`config.mk`:
```
export PLATFORM = sky130hd
export DESIGN_NAME = fifo_wr_arbiter_flat
export DESIGN_NICKNAME = d
export VERILOG_FILES = /design/src/rtl/fifo_wr_arbiter_if.sv /design/src/rtl/fifo_wr_arbiter.sv /design/src/flat_wrapper.sv
export SDC_FILE = /design/constraint.sdc
export NUM_CORES = 1
export LEC_CHECK = 0
export ABC_CLOCK_PERIOD_IN_PS = 2600
export CAP_MARGIN = 20
export CORE_ASPECT_RATIO = 0.6
export CORE_MARGIN = 5
export CORE_UTILIZATION = 30
export DETAILED_ROUTE_END_ITERATION = 12
export PLACE_DENSITY = 0.75
export SLEW_MARGIN = 20
export SYNTH_ARGS = -nofsm -noshare
export SYNTH_HDL_FRONTEND = slang
export SYNTH_SLANG_ARGS = --single-unit
export TNS_END_PERCENT = 5
```
`constraint.sdc`:
```
create_clock -name clk -period 2.6 [get_ports clk]
set_input_delay 0.39 -clock clk [delete_from_list [all_inputs] [get_ports clk]]
set_output_delay 0.39 -clock clk [all_outputs]
set_load 0.02 [all_outputs]
```
`src/rtl/fifo_wr_arbiter_if.sv`:
```
// Producer/FIFO write-side signal bundle for fifo_wr_arbiter.
// master = arbiter side, slave = producers plus FIFO side.
interface fifo_wr_arbiter_if #(
  parameter int unsigned N_REQ = 4,
  parameter int unsigned DW    = 8
);
  localparam int unsigned OW = $clog2(N_REQ);

  logic [N_REQ-1:0]    req;
  logic [N_REQ*DW-1:0] data;
  logic [N_REQ-1:0]    gnt;
  logic                fifo_wr_en;
  logic [DW-1:0]       fifo_data_in;
  logic                fifo_rd_en;
  logic                fifo_full;
  logic [3:0]          fifo_count;
  logic [OW-1:0]       owner;
  logic                busy;

  modport master (
    input  req, data, fifo_rd_en, fifo_full, fifo_count,
    output gnt, fifo_wr_en, fifo_data_in, owner, busy
  );

  modport slave (
    output req, data, fifo_rd_en, fifo_full, fifo_count,
    input  gnt, fifo_wr_en, fifo_data_in, owner, busy
  );
endinterface

```
`src/rtl/fifo_wr_arbiter.sv`:
```
// Round-robin burst arbiter sharing one FIFO write port between N_REQ producers.
// Optional macro FIFO_ARB_PRIO_EN gives producer 0 absolute priority at grant start.
module fifo_wr_arbiter #(
  parameter int unsigned N_REQ        = 4,
  parameter int unsigned DW           = 8,
  parameter int unsigned BURST_MAX    = 4,
  parameter int unsigned THROTTLE_LVL = 6
) (
  input logic               clk,
  input logic               reset,
  fifo_wr_arbiter_if.master bus
);

  localparam int unsigned OW = $clog2(N_REQ);
  localparam int unsigned CW = 3;

  typedef enum logic {S_IDLE, S_GRANT} state_t;

  state_t        state_q, state_d;
  logic [OW-1:0] owner_q, owner_d;
  logic [OW-1:0] rr_ptr_q, rr_ptr_d;
  logic [OW-1:0] pick;
  logic [OW-1:0] rr_next;
  logic [CW-1:0] beat_cnt_q, beat_cnt_d;
  logic          busy_q, busy_d;
  logic          accept;

  // Circular search from rr_ptr; descending loop so the nearest requester wins.
  always_comb begin
    pick = rr_ptr_q;
    for (int i = N_REQ - 1; i >= 0; i--) begin
      if (bus.req[OW'(rr_ptr_q + OW'(i))]) pick = OW'(rr_ptr_q + OW'(i));
    end
`ifdef FIFO_ARB_PRIO_EN
    if (bus.req[0]) pick = '0;
`endif
  end

`ifdef FIFO_ARB_PRIO_EN
  assign rr_next = (owner_q == '0) ? rr_ptr_q : OW'(owner_q + 1'b1);
`else
  assign rr_next = OW'(owner_q + 1'b1);
`endif

  // Next-state and write strobes; writes are masked while reset is asserted.
  always_comb begin
    state_d    = state_q;
    owner_d    = owner_q;
    rr_ptr_d   = rr_ptr_q;
    beat_cnt_d = beat_cnt_q;
    accept     = 1'b0;
    bus.gnt    = '0;
    case (state_q)
      S_IDLE: begin
        if (|bus.req && (bus.fifo_count < 4'(THROTTLE_LVL))) begin
          state_d    = S_GRANT;
          owner_d    = pick;
          beat_cnt_d = '0;
        end
      end
      S_GRANT: begin
        accept = bus.req[owner_q] && !bus.fifo_full && !bus.fifo_rd_en && !reset;
        if (!bus.req[owner_q]) begin
          state_d  = S_IDLE;
          rr_ptr_d = rr_next;
        end else if (accept) begin
          beat_cnt_d = CW'(beat_cnt_q + 1'b1);
          if (beat_cnt_q == CW'(BURST_MAX - 1)) begin
            state_d  = S_IDLE;
            rr_ptr_d = rr_next;
          end
        end
      end
      default: state_d = S_IDLE;
    endcase
    bus.gnt[owner_q] = accept;
    bus.fifo_wr_en   = accept;
    busy_d           = (state_d == S_GRANT);
  end

  always_ff @(posedge clk) begin
    if (reset) begin
      state_q    <= S_IDLE;
      owner_q    <= '0;
      rr_ptr_q   <= '0;
      beat_cnt_q <= '0;
      busy_q     <= 1'b0;
    end else begin
      state_q    <= state_d;
      owner_q    <= owner_d;
      rr_ptr_q   <= rr_ptr_d;
      beat_cnt_q <= beat_cnt_d;
      busy_q     <= busy_d;
    end
  end

  assign bus.fifo_data_in = bus.data[owner_q*DW +: DW];
  assign bus.owner        = owner_q;
  assign bus.busy         = busy_q;

endmodule

```
`src/flat_wrapper.sv`:
```
// flat-port wrapper written by rule: the top's interface ports become plain ports
module fifo_wr_arbiter_flat 
#(
  parameter int unsigned N_REQ        = 4,
  parameter int unsigned DW           = 8,
  parameter int unsigned BURST_MAX    = 4,
  parameter int unsigned THROTTLE_LVL = 6
)
  (clk, reset, bus_req, bus_data, bus_fifo_rd_en, bus_fifo_full, bus_fifo_count, bus_gnt, bus_fifo_wr_en, bus_fifo_data_in, bus_owner, bus_busy);
  fifo_wr_arbiter_if #(.N_REQ(N_REQ), .DW(DW)) bus_i ();
  input logic clk;
  input logic reset;
  input wire logic [$bits(bus_i.req)-1:0] bus_req;
  input wire logic [$bits(bus_i.data)-1:0] bus_data;
  input wire logic [$bits(bus_i.fifo_rd_en)-1:0] bus_fifo_rd_en;
  input wire logic [$bits(bus_i.fifo_full)-1:0] bus_fifo_full;
  input wire logic [$bits(bus_i.fifo_count)-1:0] bus_fifo_count;
  output wire logic [$bits(bus_i.gnt)-1:0] bus_gnt;
  output wire logic [$bits(bus_i.fifo_wr_en)-1:0] bus_fifo_wr_en;
  output wire logic [$bits(bus_i.fifo_data_in)-1:0] bus_fifo_data_in;
  output wire logic [$bits(bus_i.owner)-1:0] bus_owner;
  output wire logic [$bits(bus_i.busy)-1:0] bus_busy;
  assign bus_i.req = bus_req;
  assign bus_i.data = bus_data;
  assign bus_i.fifo_rd_en = bus_fifo_rd_en;
  assign bus_i.fifo_full = bus_fifo_full;
  assign bus_i.fifo_count = bus_fifo_count;
  assign bus_gnt = bus_i.gnt;
  assign bus_fifo_wr_en = bus_i.fifo_wr_en;
  assign bus_fifo_data_in = bus_i.fifo_data_in;
  assign bus_owner = bus_i.owner;
  assign bus_busy = bus_i.busy;
  fifo_wr_arbiter #(.N_REQ(N_REQ), .DW(DW), .BURST_MAX(BURST_MAX), .THROTTLE_LVL(THROTTLE_LVL)) u_core (.clk(clk), .reset(reset), .bus(bus_i));
endmodule
```
==> reports/metrics.csv <==
metric;value;unit
drt-initial-drc-count;15;
async_flop_share;0;%
nets;189;
fin_crit;2.51;ns
hold_class;reg2reg;
area_growth;93.6;%
fin_ws;0.0940;ns
grt_max_degree;15;
vias;821;
status;finished clean;
stdcell_count;169;
vias_per_cell;4.86;
cap_viol_max_count;0;
path_class;in2out;
drc;0;
stdcell_area;1440;sq um
dr.max_layer_used;met3;
cts_setup_buffers;0;
place_area;1410;sq um
port_buffers;58;
worst_slew_pin_slew;0.660;ns
ant_nets;0;
cts.clk_slew.worst_paths;0.04;ns
ctsRootBufferMaster;clkbuf_8;
clock-sinks;8;
die_h;48.6;um
cts_buffers;3;
syn_area_per_cell;10.5;sq um
cp-start-kind;input port;
ir_drop;0.232;mV
drive_above_1_share;17.5;%
drtPass1Iterations;4;
total_power;491;uW
wl_met3;253;um
required;2.21;ns
tritoncts;built;
clk_latency;0.22;ns
grt_pass1_vias;831;
ys_seq_area_share;21.5;%
grt_pass1_wl;4.02;mm
hold_violations;0;
diodes;0;
post_drt_wl_per_cell;15.4;um
finalClockSkew;0.00213;ns
htree_levels;1;
synthCells;71;
powerDensity;340;nW/um^2
crit_fanout;6;
pin_count;60;
rows;14;
die_width;74.4;um
overflow;0;
antenna_found_initial;0;
grt_usage;14.3;%
p_leak;0.000546;uW
clockBufferDepth;2;
yosys_warnings;0;
dp.cells;166;
gp_congestion;0.721;
core_area;2430;sq um
rsz0062_at_grt;no;
dieArea;3620;sq um
totalWireLength;2.60;mm
synth_flop_cell;dfxtp_1;
maxSlewViolCount;0;
synth_enable_flop_cells;0;
syn_nets;121;
max_freq;399;MHz
end_kind;primary output;
pre_cts_slack;-0.0685;ns
ys_types;26;
postLayoutCoreUtil;59.3;%
period_share;96.4;%
finalSetupViolCount;0;
wl_met1;1.09;mm
start_util;30.6;%
slew_headroom;55.5;%
ys_seq_elements;8;
cp.arrival;2.12;ns
synth_area;746;sq um
dp_hpwl;2.21;mm
met2WireLength;1.26;mm
report_power, final:
part	switching, uW	internal [uW]	total [uW]
sequential	5.19	129	134
combinational	79.3	132	211
clock	45.7	100	146
total	130	361	491
worst max-delay path, stage by stage:
cell,delay (ns)
clkdlybuf4s50_1,0.42
mux4_2,0.50
and3_1,0.24
clkdlybuf4s50_1,0.55
per-stage QoR:
stage / setup TNS, ns / hold slack [ns]
global placement: -0.0938 / 0.468
global route: 0 / 0.515
finish: 0 / 0.483
CTS: 0 / 0.486
detailed placement: -0.231 / 0.477
floorplan: 0 / 0.444
final cells by class:
class / instances / area, sq um
fillers: 208 / 991
clock buffers: 3 / 41.3
multi-input cells: 56 / 548
inverters: 3 / 11.3
flip-flops and latches: 8 / 160
repair buffers: 67 / 643
well taps: 32 / 40.0
worst paths after layout:
kind         cells after the start  slack (ns)                 start                    to
min                              1        0.48  u_core.beat_cnt_q[0]  u_core.beat_cnt_q[0]
max                              4        0.09            bus_req[3]        bus_fifo_wr_en
min reg2reg                      1        0.48  u_core.beat_cnt_q[0]  u_core.beat_cnt_q[0]
max reg2reg                      6        0.81  u_core.beat_cnt_q[0]    u_core.rr_ptr_q[1]
placed cells by master (no fill, tap or decap), types with 4 or more instances in the layout:
cell type         n
a21oi_1           6
and2_1            4
buf_4             9
clkdlybuf4s50_1  54
dfxtp_1           8
dlygate4sd2_1     4
ha_1              6
mux4_2            9
nand3b_1          4
nor2b_1           4
cell usage after synthesis (2+ instances only):
library cell  number  share of area [%]
nor2_1             3                1.5
nand3b_1           4                4.0
nor2b_1            4                3.4
a21oi_1            6                4.0
inv_1              3                1.5
nand2_1            2                1.0
mux4_2             9                 27
dfxtp_1            8                 21
a211oi_1           2                2.0
and2_1             4                3.4
o21ai_0            2                1.3
ha_1               6                 10
nand3_1            2                1.3
buf_2              3                2.0
mux2i_1            2                2.7
cells by family after synthesis:
logic type               Yosys count  share of synthesized area (%)
AO/OA/AOI/OAI                     15                           14.1
multiplexers                      11                           29.9
adder cells (fa/ha/maj)            6                           10.1
buffers and inverters              7                           5.03
AND/OR/NAND/NOR                   24                           19.5
flip-flops                         8                           21.5
sequential cells by signal, indices dropped and copies added (netlist names):
| name | count |
|---|---|
| u_core.beat_cnt_q | 3 |
| u_core.bus.owner | 2 |
| u_core.rr_ptr_q | 2 |
| u_core.state_q | 1 |
routing by layer:
metal  GRT usage [%]  up-vias
met2            24.2       26
li1                -      403
met5               0        -
met1            17.3      392
met4            3.85        0
met3            4.34        0
repair_timing:
item                       in CTS  in global routing
setup endpoints to repair       4                  0
gates resized for setup         4                  0
hold buffers                    0                  0
No activity file was read; power rests on OpenSTA's default activity.
